$ cat src/rtl/psum_spad_pkg.sv
// Purpose : shared op-code constants and clear-sequencer state encoding for psum_spad_acc.
// Latency : n/a (declarations only).
// Backpressure: n/a.
package psum_spad_pkg;

    localparam logic [1:0] OP_NOP = 2'b00;
    localparam logic [1:0] OP_RD  = 2'b01;
    localparam logic [1:0] OP_WR  = 2'b10;
    localparam logic [1:0] OP_ACC = 2'b11;

    typedef enum logic [1:0] {
        ST_IDLE  = 2'd0,
        ST_DRAIN = 2'd1,
        ST_CLEAR = 2'd2
    } state_e;

endpackage

$ cat src/rtl/psum_sat_add.sv
// Purpose : signed W+W adder with overflow flag; clamps instead of wrapping when PSUM_SPAD_SAT_EN is defined.
// Latency : combinational.
// Backpressure: none.
// Ports   : a, b (addends), sum (W-bit result), ovf (true signed overflow of W bits).
module psum_sat_add #(
    parameter int W = 16
) (
    input  logic [W-1:0] a,
    input  logic [W-1:0] b,
    output logic [W-1:0] sum,
    output logic         ovf
);

    logic [W:0] wide;

    // One guard bit: the signed result fits in W+1 bits, so overflow of W
    // bits shows up as the top two bits disagreeing.
    assign wide = {a[W-1], a} + {b[W-1], b};
    assign ovf  = wide[W] ^ wide[W-1];

`ifdef PSUM_SPAD_SAT_EN
    // wide[W] is the true sign of the unbounded result.
    assign sum = !ovf    ? wide[W-1:0] :
                 wide[W] ? {1'b1, {(W-1){1'b0}}} :
                           {1'b0, {(W-1){1'b1}}};
`else
    assign sum = wide[W-1:0];
`endif

endmodule

$ cat src/rtl/psum_spad_acc.sv
// Purpose : partial-sum scratchpad with RD / WR / in-place ACC and a clear sequencer (optional ACC saturation via PSUM_SPAD_SAT_EN).
// Latency : op accepted in cycle N executes in N+1; RD result (rd_valid pulse) in N+2; one op per cycle.
// Backpressure: op_ready low during reset, while clearing (DRAIN/CLEAR) and in a cycle where clr_start is raised.
// Ports   : clk, rst (sync, active high); op_valid/op_ready/op_code/addr/data_in op channel;
//           rd_valid/rd_data read return; clr_start request, busy status; ovf sticky ACC overflow.
module psum_spad_acc
    import psum_spad_pkg::*;
#(
    parameter int DATA_W = 16,
    parameter int DEPTH  = 64,
    parameter int ADDR_W = $clog2(DEPTH)
) (
    input  logic              clk,
    input  logic              rst,
    input  logic              op_valid,
    output logic              op_ready,
    input  logic [1:0]        op_code,
    input  logic [ADDR_W-1:0] addr,
    input  logic [DATA_W-1:0] data_in,
    output logic              rd_valid,
    output logic [DATA_W-1:0] rd_data,
    input  logic              clr_start,
    output logic              busy,
    output logic              ovf
);

    localparam logic [ADDR_W:0]   DEPTH_X = (ADDR_W+1)'(DEPTH);
    localparam logic [ADDR_W-1:0] LAST    = ADDR_W'(DEPTH - 1);

    state_e            state_q, state_d;
    logic [ADDR_W-1:0] cnt_q, cnt_d;
    logic              s1_vld_q, s1_vld_d;
    logic [1:0]        s1_op_q, s1_op_d;
    logic [ADDR_W-1:0] s1_addr_q, s1_addr_d;
    logic [DATA_W-1:0] s1_data_q, s1_data_d;
    logic              rd_valid_q, rd_valid_d;
    logic [DATA_W-1:0] rd_data_q, rd_data_d;
    logic              ovf_q, ovf_d;

    logic [DATA_W-1:0] mem_q [DEPTH];

    logic              ready_int;
    logic              accept;
    logic              s1_in_range;
    logic [DATA_W-1:0] s1_rdata;
    logic [DATA_W-1:0] acc_sum;
    logic              acc_ovf;
    logic              mem_we;
    logic [ADDR_W-1:0] mem_waddr;
    logic [DATA_W-1:0] mem_wdata;

    // Only reachable when DEPTH is not a power of two.
    assign s1_in_range = {1'b0, s1_addr_q} < DEPTH_X;
    // Stage-1 reads the array directly; a write from the previous op has
    // already landed, so back-to-back ops need no forwarding.
    assign s1_rdata    = s1_in_range ? mem_q[s1_addr_q] : '0;

    psum_sat_add #(.W(DATA_W)) u_sat_add (
        .a   (s1_rdata),
        .b   (s1_data_q),
        .sum (acc_sum),
        .ovf (acc_ovf)
    );

    assign ready_int = (state_q == ST_IDLE) && !clr_start;
    assign accept    = op_valid && ready_int && (op_code != OP_NOP);

    always_comb begin
        state_d    = state_q;
        cnt_d      = cnt_q;
        s1_vld_d   = accept;
        s1_op_d    = s1_op_q;
        s1_addr_d  = s1_addr_q;
        s1_data_d  = s1_data_q;
        rd_valid_d = 1'b0;
        rd_data_d  = rd_data_q;
        ovf_d      = ovf_q;
        mem_we     = 1'b0;
        mem_waddr  = s1_addr_q;
        mem_wdata  = s1_data_q;

        if (accept) begin
            s1_op_d   = op_code;
            s1_addr_d = addr;
            s1_data_d = data_in;
        end

        if (s1_vld_q) begin
            case (s1_op_q)
                OP_RD: begin
                    rd_valid_d = 1'b1;
                    rd_data_d  = s1_rdata;
                end
                OP_WR: mem_we = s1_in_range;
                OP_ACC: begin
                    mem_we    = s1_in_range;
                    mem_wdata = acc_sum;
                    if (s1_in_range && acc_ovf) begin
                        ovf_d = 1'b1;
                    end
                end
                default: ;
            endcase
        end

        // The stage-1 op always retires in the clr_start cycle, so DRAIN
        // leaves stage 1 empty and CLEAR never competes for the write port.
        case (state_q)
            ST_IDLE: begin
                if (clr_start) begin
                    state_d = ST_DRAIN;
                end
            end
            ST_DRAIN: begin
                state_d = ST_CLEAR;
                cnt_d   = '0;
            end
            ST_CLEAR: begin
                mem_we    = 1'b1;
                mem_waddr = cnt_q;
                mem_wdata = '0;
                if (cnt_q == LAST) begin
                    state_d = ST_IDLE;
                end else begin
                    cnt_d = cnt_q + ADDR_W'(1);
                end
            end
            default: state_d = ST_CLEAR;
        endcase

        // An op in flight when reset hits is discarded.
        if (rst) begin
            mem_we = 1'b0;
        end
    end

    always_ff @(posedge clk) begin
        if (rst) begin
            state_q    <= ST_CLEAR;
            cnt_q      <= '0;
            s1_vld_q   <= 1'b0;
            s1_op_q    <= OP_NOP;
            s1_addr_q  <= '0;
            s1_data_q  <= '0;
            rd_valid_q <= 1'b0;
            rd_data_q  <= '0;
            ovf_q      <= 1'b0;
        end else begin
            state_q    <= state_d;
            cnt_q      <= cnt_d;
            s1_vld_q   <= s1_vld_d;
            s1_op_q    <= s1_op_d;
            s1_addr_q  <= s1_addr_d;
            s1_data_q  <= s1_data_d;
            rd_valid_q <= rd_valid_d;
            rd_data_q  <= rd_data_d;
            ovf_q      <= ovf_d;
        end
    end

    // Array is not reset; the clear sequencer zeroes it after every reset.
    always_ff @(posedge clk) begin
        if (mem_we) begin
            mem_q[mem_waddr] <= mem_wdata;
        end
    end

    // Outputs show their reset values for the whole time rst is high,
    // including the first cycle of a mid-operation reset.
    assign op_ready = !rst && ready_int;
    assign busy     = rst || (state_q != ST_IDLE);
    assign rd_valid = !rst && rd_valid_q;
    assign rd_data  = rst ? '0 : rd_data_q;
    assign ovf      = !rst && ovf_q;

endmodule

$ cat config.mk
export PLATFORM = sky130hd
export DESIGN_NAME = psum_spad_acc
export DESIGN_NICKNAME = d
export VERILOG_FILES = /design/src/rtl/psum_spad_pkg.sv /design/src/rtl/psum_sat_add.sv /design/src/rtl/psum_spad_acc.sv
export SDC_FILE = /design/constraint.sdc
export NUM_CORES = 1
export LEC_CHECK = 0
export CAP_MARGIN = 20
export CORE_AREA = 2 2 312 314
export CTS_CLUSTER_SIZE = 40
export DETAILED_ROUTE_END_ITERATION = 10
export DIE_AREA = 0 0 314 316
export PLACE_DENSITY = 0.66
export SLEW_MARGIN = 40
export SYNTH_ARGS = -nofsm -noshare
export SYNTH_HDL_FRONTEND = slang
export SYNTH_SLANG_ARGS = --single-unit
$ cat constraint.sdc
create_clock -name clk -period 16.14 [get_ports clk]
set_input_delay 1.614 -clock clk [delete_from_list [all_inputs] [get_ports clk]]
set_output_delay 1.614 -clock clk [all_outputs]
set_load 0.005 [all_outputs]
After elaboration in Yosys (flattened, before gate mapping) --
Memories as Yosys holds them, arrays and structs flattened. A register that Yosys moved wholly into a read port is not among the register bits. Index checks and enable logic that the tools add are counted.
Storage, ports and cells: register bits after elaboration 51, output and inout port bits 20, memories kept 1, RAM bits 1024, input port bits 28
Operators by class: bitwise operators 2, add/sub/neg operators 2, mux-type cells 19, equal/unequal tests 9, reductions and logical operators 19
Memories:
- mem_q | depth 64, bits a word 16, rd ports 1, clocked after memory_dff 1, wr ports 1, RTL line psum_spad_acc.sv:40 | logic [DATA_W-1:0] mem_q [DEPTH];
Operator list (count):
- two-way mux 16 bit | 4
- two-way mux 6 bit | 4
- adder 16 x 16 -> 17 bit | 1
- one-hot mux 6 bit (2 select lines) | 1
- two-way mux 1 bit | 7
- adder 6 x 1 -> 6 bit (second input constant) | 1
- equality test 2 bit (second input constant) | 3
- equality test 6 bit (second input constant) | 1
- logical AND 1 bit | 6
- != test 2 bit (second input constant) | 3
- AND reduction 2 bit | 3
- nonzero test 2 bit | 3
- equality test 2 x 1 -> 1 bit (second input constant) | 2
- two-way mux 2 bit | 2
- one-hot mux 2 bit (2 select lines) | 1
- OR reduction 2 bit | 2
- AND reduction 3 bit | 1
- zero test 1 bit | 2
- zero test 2 bit | 1
- logical OR 1 bit | 1
- NOT 1 bit | 1
- XOR 1 bit | 1

Logic depth before layout (Yosys ltp) --
Gate-level depths: netlist (run 1).
depth after elaboration 8, mapped depth 19

By module --
From an unflattened synthesis (run 1), not the netlist that was laid out.
Second synthesis, totals: cell total of the unflattened synthesis 2264, area total of the unflattened synthesis 43012.5 µm²
By module, submodules not included:
- psum_spad_acc | times used 1, cells an instance 2165, area an instance 42268.0 µm², sequential area each 31890.6 µm²
- psum_sat_add | times used 1, cells an instance 99, area an instance 744.5 µm², sequential area each 0.0 µm²

Worst setup path before layout (run 1) --
Ideal clock, no wire load.
path kind register -> register, start point reg with a tool-made name, end point mem mem_q[0][8], data pin, path slack 9.210 ns, arrival time 6.208 ns, setup time 0.722 ns, data required time 15.418 ns, clock period less this slack 6.930 ns, stages on the path, launching flop included 18, path through dfxtp_1 > buf_6 > buf_12 > buf_6 > buf_4 > mux4_2 > mux2i_1 > o22ai_1 > nor3_1 > a211oi_1 > ha_1 > fa_1 > a21o_1 > a221o_1 > a21o_1 > a21oi_1 > nor2_1 > a211oi_1
RTL lines (RTL line):
- to (decl) | psum_spad_acc.sv:40

==> impl_metrics.toml, run 1 <==
[clock_tree]
clock_path_buffers = 3
htreeDepth = 3
insertion_delay_ns = 0.68
clkSinkCount = 1081
cts-buffers-inserted = 101
cts-resized-gates = 0
ctsRootBufferMaster = "clkbuf_16"
holdBufCountCts = 0
clk_pin_slew_ns = 0.06
cts_tree = "done"
cts_setup_buffers = 0

[setup_path]
critPathMaxStageDelay_ns = 0.76
cp_data_required_time_ns = 16.50
path_common_cell = "buf_4"
critPathSlowestCell = "dfxtp_4"
end_kind = "register"
startpoint_type = "register"
crit_arrival_ns = 7.66
critPathMaxFanout = 64
critPathKind = "reg -> reg"
crit_path_cell_trace = "buf_4 -> buf_6 -> buf_4 -> mux4_2 -> mux2i_1 -> o22ai_1 -> a211oi_1 -> a211oi_1 -> ha_1 -> a21o_1 -> a221o_1 -> a21o_1 -> a21oi_1 -> nor2_1 -> a211oi_4 -> buf_4"

[worst_hold_path]
hold_path.class = "reg -> reg"

[route]
detail_route.iter0.violations = 2938
num_vias = 22545
first_pass_iters = 5
drc_errors = 0
via_per_inst = 6.05
ant_nets = 0
drt-total-wl_mm = 108
avgRoutedWirePerCell_um = 29.0

[sta]
tns_ns = 0
setup_violations = 0
finalHoldViolCount = 0
drv_slew = 0
post-route-period-util_pct = 45.2
fin_skew_ns = 0.0384
rsz0062_at_grt = "no"
worst_slew_pin_slew_ns = 0.951
layout_min_cycle_time_ns = 7.30
relSlewSlack_pct = 36.1
fmax_mhz = 137

[die]
die_area_sq_mm = 0.0992
initial_core_util_pct = 44.7
die_w_um = 314
pin_count = 48
core_sq_mm = 0.0960
dieHeight_um = 316
num_rows = 114

[global_routing]
grt_pass1_vias = 22457
antenna_found_initial = 1
grt_pass1_wl_mm = 157
grt_max_degree = 65
grt_overflow = 0
grt_use_total_pct = 22.0

[cells_and_area]
final_common_cell = "edfxtp_1"
fin_nets = 2419
synthToLayoutAreaGrowth_pct = 13.4
stdcell_area_sq_mm = 0.0487
drive_above_1_share_pct = 22.6
layout_common_cells = "edfxtp_1, mux4_2, nand2_1, mux2i_1, clkbuf_16"

[power_and_ir_drop]
p_leak_nw = 12.6
ir_drop_v = 0.0000822
power_per_cell_area_mw_per_mm2 = 112

[placement]
dp_hpwl_mm = 64.7
io_buffers = 47
gp_congestion = 0.894
place_area_sq_mm = 0.0453

[synthesis]
synth_area_leader_cell = "edfxtp_1"
synth_area_per_cell_sq_um = 19.2
yosysUniqueCellTypes = 64
yosysSeqAreaShare_pct = 74.3
synth-seq-cells = 1081
synth_area_leaders = "edfxtp_1, mux4_2, mux2i_1"
ys_warn_count = 0
synthFlopType = "edfxtp_1"
syn_nets = 2281
syn-cell-area_sq_mm = 0.0429
yosys.area.top_type_share_pct = 71.7
async_flop_share_pct = 0
synth_edf_count = 1024
postSynthCellCount = 2235

[flow_run]
cap_violations = 0

[outcome]
status = "complete, no violations"
## metal layers
metal / global-route usage (%) / share of wire, % / up-vias
met5: 0 / 0 / -
met2: 34.8 / 48 / 1091
met4: 8.22 / 3.4 / 0
met3: 3.44 / 8.4 / 155
li1: - / - / 9411
met1: 31.1 / 41 / 11888
## registers in the layout, indices dropped and copies added, names as in the netlist, 2 cells and up, named ones only
register / count
mem_q: 1024
cnt_q: 6
rd_data_q: 16
state_q: 2
s1_addr_q: 6
s1_data_q: 16
s1_op_q: 2
## cell families (layout without fill, tap and decap cells)
logic type,Yosys count,after routing,share of synthesized area (%)
buf+inv,124,341,1.63
simple gates,383,383,4.08
other cells,0,1,0
mux,362,362,15.3
xor+xnor,7,7,0.143
compound gates,260,260,4.04
fa+ha+maj,18,18,0.542
flops,1081,1081,74.3
## worst max-delay path: cells and delay by family (launching register included)
kind                     cells  cell delay (ns)
adder cells (fa/ha/maj)      1             0.37
AO/OA/AOI/OAI                8             2.07
AND/OR/NAND/NOR              1             0.16
multiplexers                 2             0.90
buffers and inverters        4             2.45
flip-flops                   1             0.76
## synth_stat cells (5+ instances only)
cell type	count
mux2_2	15
a221oi_1	10
nor2b_1	41
o221ai_1	12
buf_4	25
a21o_1	5
ha_1	17
a211oi_1	18
o21ai_0	32
nor2_1	107
nand2_1	136
buf_2	40
clkbuf_1	37
o21a_1	6
nand3b_1	5
dfxtp_1	57
mux2i_1	115
buf_1	5
buf_6	8
nand2b_1	11
edfxtp_1	1024
o22ai_1	21
inv_1	6
nand4_1	8
or3_1	8
nand3_1	32
o31ai_1	5
a22oi_1	32
nor3_1	16
mux4_2	232
a21oi_1	80
o22a_1	7
## stage by stage
stage / hold WS [ns] / power [mW] / cells / utilization, % / setup WS (ns)
final: 0.471 / 5.45 / 3729 / 50.7 / 8.84
after global routing: 0.499 / 5.59 / 3728 / 50.7 / 8.38
after CTS: 0.469 / 5.48 / 3725 / 50.6 / 8.49
after detailed placement: 0.460 / 3.17 / 3543 / 47.2 / 8.54
after global placement: 0.445 / 3.16 / 3543 / 47.1 / 8.61
after floorplan: 0.427 / 3.13 / 2235 / - / 9.21
## power breakdown
group / total, mW / switching (mW) / internal (mW) / leakage [nW]
clock network: 2.34 / 0.997 / 1.34 / 1.62
logic: 0.0671 / 0.0441 / 0.0231 / 3.04
registers: 3.04 / 0.00508 / 3.04 / 7.98
total: 5.45 / 1.05 / 4.40 / 12.6
## path summary, 6_finish.rpt
kind / to / cells past startpoint / start / slack (ns)
worst max-delay path: mem_q[42][8] / 16 / register / 8.84
worst min-delay path: rd_data_q[2] / 2 / rd_data_q[2] / 0.47
worst max register to register: mem_q[42][8] / 16 / register / 8.84
worst min register to register: rd_data_q[2] / 2 / rd_data_q[2] / 0.47
## layout make-up
class	count	area [sq um]
inverter	6	22.5
clock inverter	40	347
tap	1276	1600
sequential	1081	31900
antenna	1	2.50
clock buffer	142	2930
fill	7545	47300
multi-input combinational	1030	10600
timing repair buffer	153	1300
Note: power is estimated with default switching activity, not from simulation.
==> inputs of run 2 (changes only) <==
Settings changed: PLACE_DENSITY 0.66 to 0.68.
Clock period 16.14 ns to 6.58 ns, I/O delays scaled along.
==> impl_metrics.toml, run 2 (synthesized netlist as in run 1, its figures left out) <==
[outcome]
status = "complete, no violations"

[global_routing]
grt_overflow = 0
grt_pass1_vias = 22645
grt_use_total_pct = 21.8
grt_max_degree = 85
antenna_found_initial = 2
grt_pass1_wl_mm = 156

[clock_tree]
holdBufCountCts = 0
cts-buffers-inserted = 103
clk_pin_slew_ns = 0.06
ctsRootBufferMaster = "clkbuf_16"
clock_path_buffers = 3
insertion_delay_ns = 0.69
htreeDepth = 3
cts-resized-gates = 0
cts_tree = "done"
cts_setup_buffers = 0
clkSinkCount = 1081

[placement]
dp_hpwl_mm = 66.0
gp_congestion = 0.927
dp_cells = 3567
place_ws_ns = 0.926
io_buffers = 47
place_area_sq_mm = 0.0457

[cells_and_area]
stdcell_count = 3762
largest_register = "mem_q"
antenna_cells = 0
stdcell_area_sq_mm = 0.0491
final_common_cell = "edfxtp_1"
top_regs = "mem_q x1024, rd_data_q x16, s1_data_q x16"
synthToLayoutAreaGrowth_pct = 14.5
largest_reg_flops = 1024
layout_common_cells = "edfxtp_1, mux4_2, nand2_1, mux2i_1, buf_4"
drive_above_1_share_pct = 22.6
fin_nets = 2444

[route]
num_vias = 22737
via_per_inst = 6.04
drc_errors = 0
ant_nets = 0
first_pass_iters = 6
detail_route.iter0.violations = 2819
drt-total-wl_mm = 107
avgRoutedWirePerCell_um = 28.4

[setup_path]
critPathMaxStageDelay_ns = 0.76
startpoint_type = "register"
critPathKind = "reg -> reg"
critPathSlowestCell = "dfxtp_4"
cp_data_required_time_ns = 6.94
end_kind = "register"
crit_arrival_ns = 6.14
critPathMaxFanout = 44
crit_path_cell_trace = "buf_4 -> mux4_2 -> mux2i_1 -> o22ai_1 -> a211oi_1 -> a211oi_1 -> ha_1 -> a21o_1 -> a221o_1 -> a21o_1 -> a21oi_1 -> nor3_1 -> or3b_2 -> buf_12"

[sta]
worst_slew_pin_slew_ns = 0.882
worst_slack_ns = 0.796
fin_skew_ns = 0.0500
tns_ns = 0
drv_slew = 0
setup_violations = 0
relSlewSlack_pct = 41.0
layout_min_cycle_time_ns = 5.78
post-route-period-util_pct = 87.9
rsz0062_at_grt = "no"
finalHoldViolCount = 0
fmax_mhz = 173

[die]
dieHeight_um = 316
die_w_um = 314
die_area_sq_mm = 0.0992
initial_core_util_pct = 44.7
num_rows = 114
pin_count = 48
core_sq_mm = 0.0960

[worst_hold_path]
hold_path.class = "in -> reg"

[power_and_ir_drop]
power_per_cell_area_mw_per_mm2 = 276
ir_drop_v = 0.000188
p_leak_nw = 12.8
power.total_mw = 13.6

[flow_run]
cap_violations = 0
[run 2: cell count changes in the layout (fill, tap and decap cells not counted), sizes merged]
| cell | previous run | this run |
|---|---|---|
| clkinv | 33 | 43 |
| diode | 1 | 0 |
| bufinv | 5 | 11 |
| inv | 7 | 10 |
| clkbuf | 142 | 131 |
| buf | 107 | 130 |
| clkinvlp | 1 | 4 |
[run 2: worst paths after layout]
path / startpoint / endpoint / slack, ns / depth (start not counted)
setup reg to reg: register / mem_q[5][10] / 0.80 / 14
hold / removal: rst / cnt_q[1] / 0.46 / 2
hold reg to reg: s1_data_q[13] / s1_data_q[13] / 0.49 / 2
setup / recovery: register / mem_q[5][10] / 0.80 / 14
[run 2: layout make-up]
cell class | instances | area, sq um
Sequential cell | 1081 | 31900
Multi-Input combinational cell | 1030 | 10500
Inverter | 6 | 22.5
Clock buffer | 131 | 2780
Timing Repair Buffer | 176 | 1650
Tap cell | 1276 | 1600
Clock inverter | 62 | 631
Fill cell | 7445 | 46900
[run 2: metrics by stage]
| step | hold WS [ns] | util [%] |
|---|---|---|
| after CTS | 0.436 | 51.1 |
| after floorplan | 0.427 | - |
| final | 0.458 | 51.2 |
| after global routing | 0.487 | 51.2 |
| after global placement | 0.476 | 47.5 |
| after detailed placement | 0.480 | 47.6 |
[run 2: where the power goes]
| group | internal (mW) | switching (mW) | leakage (nW) |
|---|---|---|---|
| clock | 3.42 | 2.52 | 1.65 |
| sequential | 7.44 | 0.0119 | 7.98 |
| combinational | 0.0584 | 0.108 | 3.20 |
| total | 10.9 | 2.64 | 12.8 |
[run 2: worst max-delay path, delay by kind of cell, from the launching register on]
family,cells,cell delay [ns]
AO/OA/AOI/OAI,7,1.87
AND/OR/NAND/NOR,2,0.78
buffers and inverters,2,0.78
adder cells (fa/ha/maj),1,0.37
multiplexers,2,0.82
flip-flops,1,0.76
[run 2: per-layer routing]
layer / GRT usage [%] / part of all wire, % / vias to the layer above
li1: - / - / 9468
met1: 29.9 / 39 / 11931
met2: 34.5 / 47 / 1155
met3: 4.73 / 9.8 / 183
met4: 7.95 / 3.4 / 0
met5: 0 / 0 / -
